File: config.mk
export PLATFORM = sky130hd
export DESIGN_NAME = sdram_word_responder
export DESIGN_NICKNAME = d
export VERILOG_FILES = /design/src/rtl/sdram_pkg.sv /design/src/rtl/sdram_word_responder.sv
export SDC_FILE = /design/constraint.sdc
export NUM_CORES = 1
export LEC_CHECK = 0
export ABC_AREA = 1
export BUFFER_PORTS_ARGS = -buffer_cell sky130_fd_sc_hd__buf_2
export CORE_MARGIN = 2
export CORE_UTILIZATION = 40
export CTS_CLUSTER_DIAMETER = 40
export CTS_CLUSTER_SIZE = 14
export DETAILED_ROUTE_END_ITERATION = 8
export HOLD_SLACK_MARGIN = 0.12
export PLACE_DENSITY = 0.74
export SETUP_SLACK_MARGIN = 0.1
export SLEW_MARGIN = 20
export SYNTH_ARGS = -nofsm -noshare
export SYNTH_HDL_FRONTEND = slang
export SYNTH_SLANG_ARGS = --single-unit
File: constraint.sdc
create_clock -name clk -period 6.35 [get_ports clk]
set_clock_uncertainty 0.15 [all_clocks]
set_input_delay 1.905 -clock clk [delete_from_list [all_inputs] [get_ports clk]]
set_output_delay 1.905 -clock clk [all_outputs]
set_load 0.05 [all_outputs]
File: src/rtl/sdram_pkg.sv
`default_nettype none
// ============================================================================
// Module   : sdram_pkg
// Purpose  : Shared definitions for the SDRAM word responder and the io_sdram
//            wrapper: FSM state encoding, the default word returned by an
//            aborted read, and the lo/hi half-word address offsets.
// Revision : 1.0 - initial release
// ============================================================================
package sdram_pkg;

    localparam int c_STATE_W = 3;

    localparam logic [c_STATE_W-1:0] c_ST_IDLE    = 3'd0;
    localparam logic [c_STATE_W-1:0] c_ST_WR_LO   = 3'd1;
    localparam logic [c_STATE_W-1:0] c_ST_WR_HI   = 3'd2;
    localparam logic [c_STATE_W-1:0] c_ST_RD_LO   = 3'd3;
    localparam logic [c_STATE_W-1:0] c_ST_RD_HI   = 3'd4;
    localparam logic [c_STATE_W-1:0] c_ST_RD_WAIT = 3'd5;

    localparam logic [31:0] c_TIMEOUT_DATA_DEFAULT = 32'hDEADBEEF;

    // Half-word address LSB: word[15:0] lives at {addr,0}, word[31:16] at {addr,1}.
    localparam logic c_HW_LO_OFFSET = 1'b0;
    localparam logic c_HW_HI_OFFSET = 1'b1;

endpackage
`default_nettype wire

File: src/rtl/sdram_word_responder.sv
`default_nettype none
// ============================================================================
// Module   : sdram_word_responder
// Purpose  : Converts single-cycle 32-bit word read/write pulses from the CPU
//            into two 16-bit commands (lo first) on the SDRAM controller's
//            half-word port, and reassembles pipelined read responses.
// Ports    : clk/reset            - system clock, async active-high reset
//            word_*               - CPU word interface (rd/wr pulses, busy,
//                                   rdata + one-cycle rdata_valid)
//            cmd_*                - half-word command port (valid/ready)
//            rsp_valid/rsp_data   - in-order read responses
//            err_clear/err_*      - sticky overrun / timeout flags
// Revision : 1.0 - initial release
// ============================================================================
module sdram_word_responder
    import sdram_pkg::*;
#(
    parameter int          ADDR_W       = 24,
    parameter int          TIMEOUT      = 1024,
    parameter logic [31:0] TIMEOUT_DATA = c_TIMEOUT_DATA_DEFAULT
) (
    input  logic              clk,
    input  logic              reset,
    input  logic              word_rd,
    input  logic              word_wr,
    input  logic [ADDR_W-1:0] word_addr,
    input  logic [31:0]       word_wdata,
    output logic              word_busy,
    output logic [31:0]       word_rdata,
    output logic              word_rdata_valid,
    output logic              cmd_valid,
    input  logic              cmd_ready,
    output logic              cmd_we,
    output logic [ADDR_W:0]   cmd_addr,
    output logic [15:0]       cmd_wdata,
    input  logic              rsp_valid,
    input  logic [15:0]       rsp_data,
    input  logic              err_clear,
    output logic              err_overrun,
    output logic              err_timeout
);

    localparam int                 c_TMO_W    = $clog2(TIMEOUT + 1);
    localparam logic [c_TMO_W-1:0] c_TMO_MAX  = c_TMO_W'(TIMEOUT);
    localparam logic [c_TMO_W-1:0] c_TMO_LAST = c_TMO_W'(TIMEOUT - 1);

    logic [c_STATE_W-1:0] state_q,       state_d;
    logic [ADDR_W-1:0]    addr_q,        addr_d;
    logic [31:0]          wdata_q,       wdata_d;
    logic [15:0]          lo_q,          lo_d;
    logic [31:0]          rdata_q,       rdata_d;
    logic                 rdata_valid_q, rdata_valid_d;
    logic [1:0]           rcv_q,         rcv_d;
    logic [1:0]           stale_q,       stale_d;
    logic [c_TMO_W-1:0]   tmo_q,         tmo_d;
    logic                 err_overrun_q, err_overrun_d;
    logic                 err_timeout_q, err_timeout_d;

    logic       w_busy;
    logic       w_xfer;
    logic       w_rd_state;
    logic       w_live_rsp;
    logic       w_timeout;
    logic       w_overrun_set;
    logic [1:0] w_accepted;
    logic [2:0] w_stale_sum;

    // ------------------------------------------------------------------------
    // State / datapath registers
    // ------------------------------------------------------------------------
    always_ff @(posedge clk or posedge reset) begin
        if (reset) begin
            state_q       <= c_ST_IDLE;
            addr_q        <= '0;
            wdata_q       <= '0;
            lo_q          <= '0;
            rdata_q       <= '0;
            rdata_valid_q <= 1'b0;
            rcv_q         <= '0;
            stale_q       <= '0;
            tmo_q         <= '0;
            err_overrun_q <= 1'b0;
            err_timeout_q <= 1'b0;
        end else begin
            state_q       <= state_d;
            addr_q        <= addr_d;
            wdata_q       <= wdata_d;
            lo_q          <= lo_d;
            rdata_q       <= rdata_d;
            rdata_valid_q <= rdata_valid_d;
            rcv_q         <= rcv_d;
            stale_q       <= stale_d;
            tmo_q         <= tmo_d;
            err_overrun_q <= err_overrun_d;
            err_timeout_q <= err_timeout_d;
        end
    end

    // ------------------------------------------------------------------------
    // Next-state logic
    // ------------------------------------------------------------------------
    always_comb begin
        state_d       = state_q;
        addr_d        = addr_q;
        wdata_d       = wdata_q;
        lo_d          = lo_q;
        rdata_d       = rdata_q;
        rdata_valid_d = 1'b0;
        rcv_d         = rcv_q;
        stale_d       = stale_q;
        tmo_d         = tmo_q;

        w_busy     = (state_q != c_ST_IDLE);
        w_xfer     = cmd_valid & cmd_ready;
        w_rd_state = (state_q == c_ST_RD_LO) || (state_q == c_ST_RD_HI) ||
                     (state_q == c_ST_RD_WAIT);
        // Responses owed to an aborted read are swallowed before anything else.
        w_live_rsp = rsp_valid && (stale_q == 2'd0) && w_rd_state;
        w_timeout  = w_rd_state && !w_xfer && !rsp_valid && (tmo_q >= c_TMO_LAST);

        // Read commands already accepted for the read in progress.
        case (state_q)
            c_ST_RD_HI:   w_accepted = 2'd1;
            c_ST_RD_WAIT: w_accepted = 2'd2;
            default:      w_accepted = 2'd0;
        endcase
        w_stale_sum = {1'b0, stale_q} + {1'b0, w_accepted} - {1'b0, rcv_q};

        w_overrun_set = w_busy ? (word_rd | word_wr) : (word_rd & word_wr);

        case (state_q)
            c_ST_IDLE: begin
                if (word_wr) begin
                    addr_d  = word_addr;
                    wdata_d = word_wdata;
                    state_d = c_ST_WR_LO;
                end else if (word_rd) begin
                    addr_d  = word_addr;
                    rcv_d   = 2'd0;
                    state_d = c_ST_RD_LO;
                end
            end
            c_ST_WR_LO:   if (w_xfer) state_d = c_ST_WR_HI;
            c_ST_WR_HI:   if (w_xfer) state_d = c_ST_IDLE;
            c_ST_RD_LO:   if (w_xfer) state_d = c_ST_RD_HI;
            c_ST_RD_HI:   if (w_xfer) state_d = c_ST_RD_WAIT;
            c_ST_RD_WAIT: state_d = state_q;
            default:      state_d = c_ST_IDLE;
        endcase

        if (rsp_valid && (stale_q != 2'd0)) begin
            stale_d = stale_q - 2'd1;
        end

        if (w_live_rsp) begin
            if (rcv_q == 2'd0) begin
                lo_d  = rsp_data;
                rcv_d = 2'd1;
            end else begin
                // word_rdata only changes when a whole word is ready.
                rdata_d       = {rsp_data, lo_q};
                rdata_valid_d = 1'b1;
                rcv_d         = 2'd0;
                state_d       = c_ST_IDLE;
            end
        end else if (w_timeout) begin
            rdata_d       = TIMEOUT_DATA;
            rdata_valid_d = 1'b1;
            rcv_d         = 2'd0;
            stale_d       = (w_stale_sum > 3'd2) ? 2'd2 : w_stale_sum[1:0];
            state_d       = c_ST_IDLE;
        end

        // Progress counter: idle outside reads, cleared by any activity.
        if (!w_rd_state || w_xfer || rsp_valid || w_timeout) begin
            tmo_d = '0;
        end else if (tmo_q != c_TMO_MAX) begin
            tmo_d = tmo_q + c_TMO_W'(1);
        end

        // A set event in the same cycle as err_clear keeps the flag set.
        err_overrun_d = w_overrun_set | (err_overrun_q & ~err_clear);
        err_timeout_d = w_timeout     | (err_timeout_q & ~err_clear);
    end

    // ------------------------------------------------------------------------
    // Outputs
    // ------------------------------------------------------------------------
    always_comb begin
        word_busy        = (state_q != c_ST_IDLE);
        word_rdata       = rdata_q;
        word_rdata_valid = rdata_valid_q;
        err_overrun      = err_overrun_q;
        err_timeout      = err_timeout_q;

        cmd_valid = (state_q == c_ST_WR_LO) || (state_q == c_ST_WR_HI) ||
                    (state_q == c_ST_RD_LO) || (state_q == c_ST_RD_HI);
        cmd_we    = (state_q == c_ST_WR_LO) || (state_q == c_ST_WR_HI);
        cmd_addr  = '0;
        cmd_wdata = '0;
        if (cmd_valid) begin
            cmd_addr = {addr_q, ((state_q == c_ST_WR_HI) || (state_q == c_ST_RD_HI))
                                ? c_HW_HI_OFFSET : c_HW_LO_OFFSET};
        end
        if (state_q == c_ST_WR_LO) cmd_wdata = wdata_q[15:0];
        if (state_q == c_ST_WR_HI) cmd_wdata = wdata_q[31:16];
    end

endmodule
`default_nettype wire

# ---- Word level (Yosys, flattened, before mapping)
# Index checks and enable logic that the tools add are counted.
# Widths: inputs -> output; s select.
dict set report classes {
  n_addsub 4
  n_eq_ne 8
  n_shift 0
  div_mod_pow 0
  muxes 36
  n_bitwise 8
  n_lt_le_gt_ge 2
  n_mul 0
  reduce_logical 33
}
# operator count
set op_table {}
lappend op_table {{$mux 32} 3}
lappend op_table {{$mux 24} 2}
lappend op_table {{$mux 16} 2}
lappend op_table {{$mux 3} 9}
lappend op_table {{$mux 25} 1}
lappend op_table {{$mux 11} 2}
lappend op_table {{$mux 2} 9}
lappend op_table {{$pmux 3 s6} 1}
lappend op_table {{$add 11x1->11 const B} 1}
lappend op_table {{$ge 11x10->1 const B} 1}
lappend op_table {{$ne 11x11->1 const B} 1}
lappend op_table {{$logic_or 1x1->1} 9}
lappend op_table {{$reduce_bool 3->1} 3}
lappend op_table {{$reduce_and 2->1} 4}
lappend op_table {{$reduce_bool 2->1} 4}
lappend op_table {{$eq 3x2->1 const B} 2}
lappend op_table {{$eq 3x3->1 const B} 2}
lappend op_table {{$logic_and 1x1->1} 6}
lappend op_table {{$mux 1} 6}
lappend op_table {{$and 1x1->1} 4}
lappend op_table {{$logic_not 2->1} 2}
lappend op_table {{$pmux 2 s2} 1}
lappend op_table {{$add 2x2->3} 1}
lappend op_table {{$eq 3x1->1 const B} 1}
lappend op_table {{other kinds (10)} 14}
dict set report totals {
  output_inout_bits 79
  romBits 0
  mem_count 0
  regBits 125
  elab_cells 102
  latchBits 0
  ramBits 0
  inputBits 79
}

# ---- Longest topological paths before layout
# Gate-level depths: netlist of the first run.
dict set report depth {
  ltp_word 11
  ltp_mapped 11
  ltp_nobuf 11
}

# ---- Least setup slack after synthesis of the first run
# No wires, ideal clock.
dict set report synth_path {
  kind {register to output}
  start {register state_q[0]}
  end {output port cmd_addr[14]}
  required_ns 4.295
  path_buffers 1
  arrival_ns 2.098
  slack_ns 2.197
  path_stages_with_launch 7
  path_cell_list {dfrtp_1 > inv_1 > nand3_2 > nand2_1 > inv_1 > buf_1 > nor2_1}
}
dict set report synth_via {
  elab_chain_cells 5
  word_cells_on_any_way 8
}
# element line_no
set synth_lines {}
lappend synth_lines {{from (decl)} sdram_word_responder.sv:47} ;# logic [c_STATE_W-1:0] state_q, state_d;
lappend synth_lines {{from (signal assigned)} sdram_word_responder.sv:73} ;# state_q <= c_ST_IDLE;
lappend synth_lines {{from (signal assigned)} sdram_word_responder.sv:85} ;# state_q <= state_d;
lappend synth_lines {{$eq 3x1->1 / $eq 3x2->1 (equally long branches)} sdram_word_responder.sv:196} ;# cmd_valid = (state_q == c_ST_WR_LO) || (state_q == c_ST_WR_HI) ||
lappend synth_lines {{$logic_or 1x1->1 (2 in series)} sdram_word_responder.sv:196}
lappend synth_lines {{$logic_or 1x1->1 (*)} sdram_word_responder.sv:197} ;# (state_q == c_ST_RD_LO) || (state_q == c_ST_RD_HI);
lappend synth_lines {{net cmd_valid} sdram_word_responder.sv:31} ;# output logic cmd_valid,
lappend synth_lines {{$mux 25 (*)} sdram_word_responder.sv:201} ;# if (cmd_valid) begin
lappend synth_lines {{to (decl)} sdram_word_responder.sv:34} ;# output logic [ADDR_W:0] cmd_addr,
# Mark *: on every way through the listed nets, which the timed path passes. The rest lies on a longest branch.

# ---- Worst setup path after layout of the first run
dict set report layout_path {
  start {register state_q[2]}
  end {output port cmd_wdata[13]}
}
dict set report layout_via {
  elab_chain_cells 3
  word_cells_on_any_way 4
}
# element line_no
set layout_lines {}
lappend layout_lines {{$eq 3x1->1} sdram_word_responder.sv:205} ;# if (state_q == c_ST_WR_LO) cmd_wdata = wdata_q[15:0];
lappend layout_lines {{$mux 16} sdram_word_responder.sv:205}
lappend layout_lines {{$mux 16 (*)} sdram_word_responder.sv:206} ;# if (state_q == c_ST_WR_HI) cmd_wdata = wdata_q[31:16];
lappend layout_lines {{to (decl)} sdram_word_responder.sv:35} ;# output logic [15:0] cmd_wdata,
# Every way passes the cells marked *; elsewhere a longest branch is shown, timed or not.

==> results of run 1 <==
worst max-delay path, cell delays in order, from the launching register on:
cell and delay (ns):
dfrtp_1 0.44, inv_1 0.13, nand3_1 0.55, o22ai_1 0.45, buf_2 0.33
final timing paths:
check                      startpoint       endpoint  cells past startpoint
min reg2reg                   lo_q[8]        lo_q[8]                      2
min                           lo_q[8]        lo_q[8]                      2
max                        state_q[2]  cmd_wdata[13]                      4
max in group asynchronous       reset     state_q[2]                      3
max reg2reg                state_q[2]       lo_q[13]                      8
min in group asynchronous       reset       tmo_q[5]                      2
through the flow:
stage	utilization, %	cells
after floorplan	-	651
after global placement	47.9	960
after detailed placement	47.9	960
after CTS	52.8	991
after global routing	53.0	992
final	53.0	993
cell usage in the layout, fill, tap and decap left out, drive strengths merged, types with 2 or more instances in the layout:
cell | Yosys | routed
ha | 6 | 6
clkinv | 0 | 3
clkinvlp | 0 | 2
nor2 | 105 | 105
inv | 107 | 107
nand3 | 31 | 31
a21oi | 62 | 62
xor2 | 6 | 6
dfrtp | 124 | 124
nor3 | 3 | 3
xnor2 | 4 | 4
nand2 | 121 | 121
o21ai | 32 | 32
o22ai | 16 | 16
clkbuf | 14 | 21
nand4 | 2 | 2
bufinv | 0 | 5
buf | 14 | 162
per-layer routing:
layer,vias up,part of all wire [%],wire (um),global-route usage (%)
met5,-,0,0,0
met4,0,0.99,122,6.75
met3,9,7.0,862,6.30
met2,122,47,5820,28.9
met1,2091,45,5550,22.6
li1,2327,-,-,-
final cells by class:
type,instances,area [sq um]
inverters,107,404
multi-input cells,392,1860
well taps,176,220
diodes,1,2.50
clock inverters,10,188
fillers,1266,6270
clock buffers,21,470
repair buffers,162,831
flip-flops and latches,124,3100
registers in the layout (all words and copies together) (netlist names):
name / flops
addr_q: 24
lo_q: 16
state_q: 3
tmo_q: 11
wdata_q: 32
word_rdata_valid: 1
err_overrun: 1
err_timeout: 1
word_rdata: 32
rcv_q: 1
stale_q: 2
cells by family after synthesis:
group | count (synthesis)
AO/OA/AOI/OAI | 112
XOR/XNOR | 10
adder cells (fa/ha/maj) | 7
buffers and inverters | 135
flip-flops | 124
other | 1
AND/OR/NAND/NOR | 262
==> results by group, run 1 <==
Routing
  • DRC Markers: 0
  • WL/cell: around 12 um
  • Vias per inst: 4.58
  • Vias: 4549
  • Final WL: 12300 um
  • DRT antenna net count: 0
  • DRT Pass-1 Iters: 4
  • Initial drt markers: 264

Setup path
  • Startpoint types: flop
  • Critical path type: flop to output port
  • Arrival @ worst endpoint: 2.31 ns
  • R2R Setup Slk: 3.85 ns
  • Critical Path RT: ~4.3 ns
  • Endpoint type of the worst setup path: output port
  • Critical-path maximum fanout: 18

Yosys
  • Post-synth top cells: 124 x dfrtp_1, 118 x nand2_1, 107 x inv_1
  • Async S/R FF share, synth: 100%
  • Mean Syn Cell Area: approximately 8.4 sq um
  • Main combinational cell family by area after synthesis: simple AND/OR/NAND/NOR gates
  • Mapped cell area: 0.00550 sq mm
  • Register bit count reported by yosys: 124
  • Synth cell types: 28
  • Register area share after synthesis: 56.5%
  • Top_reg_cell synth: dfrtp_1
  • Syn nets: approximately 740
  • Count leader, synth: dfrtp_1
  • Synth Instances: between 600 and 700
  • Synth top area cells: dfrtp_1 56%, nand2_1 8.1%, inv_1 7.3%
  • Synth area leader: dfrtp_1
  • Mux share of post-synthesis cell area: 0%
  • Simple-gate portion of the synthesized area: 19.4%
  • Yosys warns: 0
  • Share of the synthesized area in the top cell type: 56.5%
  • Fraction of synthesized cell area in xor and xnor cells: 1.59%
  • Complex-gate fraction of the synthesized area: 10.8%
  • Post-synth EDFFs: 0
  • Synth Area in Adders: 1.73%

Timing
  • Minimum clock period: roughly 4.4 ns
  • Final Max Slew Viols: 0
  • RSZ-0062 raised after global routing: false
  • Final setup fails: 0
  • Hold Vio Cnt, Final: 0
  • Slew headroom: between 30% and 40%
  • Worst hold slack: 0.322 ns
  • Maximum clock frequency: 229 MHz
  • Setup TNS: 0 ns
  • Crit share post-route: 68.8%
  • Least-Margin Pin Slew: 0.925 ns
  • Setup slack after layout: 1.98 ns

Flow run
  • Max Cap Viol: 0

Placed design
  • GPL Wtd Cong: 0.747
  • IO buf count: 157
  • Place WS: between 2 and 2.5 ns
  • Post-DP HPWL: 8420 um
  • Placed instance area: 0.00639 sq mm

Run status
  • Outcome: finished clean

Floorplan
  • Initial Util: 41.2%
  • Die area: 0.0147 sq mm
  • Core Area: 0.0133 sq mm
  • Standard-cell rows: 42
  • Num ports: 158
  • Die Ht: ~120 um
  • Chip width: 121 um

Global routing
  • First-pass GRT wire length: 20900 um
  • Vias in the first global route: 4511
  • Overflow after GRT: 0
  • All-Layer GR Usage: 18.1%
  • Largest net degree at the start of global routing: 74
  • Initial antenna violation count: 0

Hold path
  • Min-Delay Path Class: flop to flop

Clock network
  • CTS Root Cell: clkbuf_16
  • Total CTS buffers: 17
  • Clk_lat worst skew: 0.41 ns
  • Post-CTS sizing: 0
  • Clock sinks: 124
  • H-tree levels: 4
  • TritonCTS clock tree: done
  • Clock buffer depth: 2
  • Hold Buf Count CTS: 0
  • Reg clk slew, reported paths: 0.06 ns
  • Setup Fix Bufs, Post-CTS: 0

Layout
  • Fraction of layout cells with a size suffix above 1: 24.8%
  • Finished Cell Area: between 0.007 and 0.008 sq mm
  • Final Net Count: 890
  • Area Overhead vs Synth: 28.7%
Power of run 1 is left out: the tool's default activity adds up to more than one toggle a clock period on the data nets, which glitch-free logic cannot reach.
==> inputs of run 2 (changes only) <==
==> constraint.sdc (replaced) <==
create_clock -name clk -period 4.4 [get_ports clk]
set_clock_uncertainty 0.15 [all_clocks]
set_input_delay 1.32 -clock clk [delete_from_list [all_inputs] [get_ports clk]]
set_output_delay 1.32 -clock clk [all_outputs]
set_load 0.05 [all_outputs]
==> run 2 against run 1 <==
Utilization fell by 0.34 points. Via count rose by 0.31%. Largest cell class unchanged. Clock-buffer cell count did not move. Critical path type unchanged. Die area did not move. Sequential share of layout area rose by 0.28 points. Non-clock buffer count did not move.
==> results by group, run 2 (synthesis gave the netlist of run 1 again) <==
Hold path
  • Min-Delay Path Class: flop to flop (unchanged)
  • Hold Path Depth: 2 (unchanged)

Timing
  • Crit share post-route: between 80% and 90%
  • Setup TNS: 0 ns (unchanged)
  • Minimum clock period: 3.74 ns
  • Final Max Slew Viols: 0 (unchanged)
  • Worst hold slack: 0.318 ns (was 0.322 ns)
  • Setup slack after layout: 0.659 ns (was 1.98 ns)
  • Slew headroom: 37.3% (was 38.3%)
  • Maximum clock frequency: about 270 MHz
  • Final setup fails: 0 (unchanged)
  • RSZ-0062 raised after global routing: false (unchanged)
  • Least-Margin Pin Slew: 0.938 ns (was 0.925 ns)
  • Hold Vio Cnt, Final: 0 (unchanged)

Clock network
  • Clock sinks: 124 (unchanged)
  • Post-CTS sizing: 0 (unchanged)
  • CTS Root Cell: clkbuf_16 (unchanged)
  • Setup Fix Bufs, Post-CTS: 0 (unchanged)
  • TritonCTS clock tree: done (unchanged)
  • Hold Buf Count CTS: 0 (unchanged)
  • H-tree levels: 4 (unchanged)
  • Clock buffer depth: 2 (unchanged)
  • Total CTS buffers: 17 (unchanged)
  • Clk_lat worst skew: 0.41 ns (about the same)
  • Reg clk slew, reported paths: 0.05 ns (was 0.06 ns)

Floorplan
  • Num ports: 158 (unchanged)
  • Die area: 0.0147 sq mm (unchanged)
  • Chip width: 121 um (unchanged)
  • Core Area: 0.0133 sq mm (unchanged)
  • Initial Util: 41.2% (unchanged)
  • Standard-cell rows: 42 (unchanged)
  • Die Ht: 121 um (unchanged)

Routing
  • DRC Markers: 0 (unchanged)
  • DRT Pass-1 Iters: 4 (unchanged)
  • Vias: 4563 (was 4549)
  • DRT antenna net count: 0 (unchanged)
  • Initial drt markers: 217 (was 264)
  • WL/cell: 12.2 um (was 12.4 um)
  • Final WL: 12200 um (was 12300 um)
  • Vias per inst: 4.60 (was 4.58)

Setup path
  • Critical-path maximum fanout: 18 (unchanged)
  • Startpoint types: flop (unchanged)
  • Critical Path RT: 2.93 ns (was 4.30 ns)
  • Reg2reg path depth: 9 (was 8)
  • Endpoint type of the worst setup path: output port (unchanged)
  • Critical path type: flop to output port (unchanged)
  • Arrival @ worst endpoint: 2.27 ns (was 2.31 ns)

Global routing
  • Initial antenna violation count: 0 (unchanged)
  • Vias in the first global route: 4555 (was 4511)
  • Overflow after GRT: 0 (unchanged)
  • First-pass GRT wire length: 20900 um (about the same)
  • All-Layer GR Usage: 18.0% (was 18.1%)
  • Largest net degree at the start of global routing: 74 (unchanged)

Layout
  • Fraction of layout cells with a size suffix above 1: 24.5% (was 24.8%)
  • Area Overhead vs Synth: 27.9% (was 28.7%)
  • Commonest non-fill, non-tap cell in the layout: buf_2 (unchanged)
  • Ant diodes: 0 (was 1)
  • Most frequent cells in the layout: 157 x buf_2, 124 x dfrtp_1, 117 x nand2_1 (unchanged)
  • Final Net Count: 890 (unchanged)

Placed design
  • GPL Wtd Cong: 0.764 (was 0.747)
  • Place WS: 1.14 ns (was 2.49 ns)
  • Post-DP HPWL: 8460 um (was 8420 um)
  • IO buf count: 157 (unchanged)

Run status
  • Outcome: finished clean (unchanged)

Flow run
  • Max Cap Viol: 0 (unchanged)
-- run 2: cell type report --
type	count	area, sq um
sequential	124	3100
multi-input combinational	392	1860
tap	176	220
timing repair buffer	162	836
clock inverter	11	169
inverter	107	405
fill	1283	6320
clock buffer	21	440
-- run 2: path summary, 6_finish.rpt --
path | startpoint | to | slack [ns]
worst max-delay path | state_q[0] | cmd_wdata[4] | 0.66
worst min register to register | lo_q[4] | lo_q[4] | 0.32
worst min-delay path | lo_q[4] | lo_q[4] | 0.32
min in group asynchronous | reset | addr_q[18] | 0.86
max in group asynchronous | reset | rcv_q[0] | 2.68
worst max register to register | tmo_q[0] | word_rdata[13] | 1.89
-- run 2: layer usage --
layer / GRT usage [%] / part of all wire (%) / up-vias
met1: 22.4 / 44 / 2092
met2: 28.9 / 47 / 131
met4: 6.75 / 1.5 / 0
met5: 0 / 0 / -
met3: 6.53 / 6.7 / 16
li1: - / - / 2324
-- run 2: per-stage QoR --
step                std cells  utilization (%)  instance area, sq um
global placement          961             48.1                  6410
finish                    993             52.7                  7030
detailed placement        961             48.1                  6410
global route              993             52.7                  7030
CTS                       993             52.6                  7020
floorplan                 651                -                  5500
-- run 2: critical path, cell delays in order (launching register included) --
cell and delay (ns):
dfrtp_1 0.43, inv_1 0.13, nand3_1 0.55, o22ai_1 0.42, buf_2 0.32
Power of run 2 is left out for the same reason.
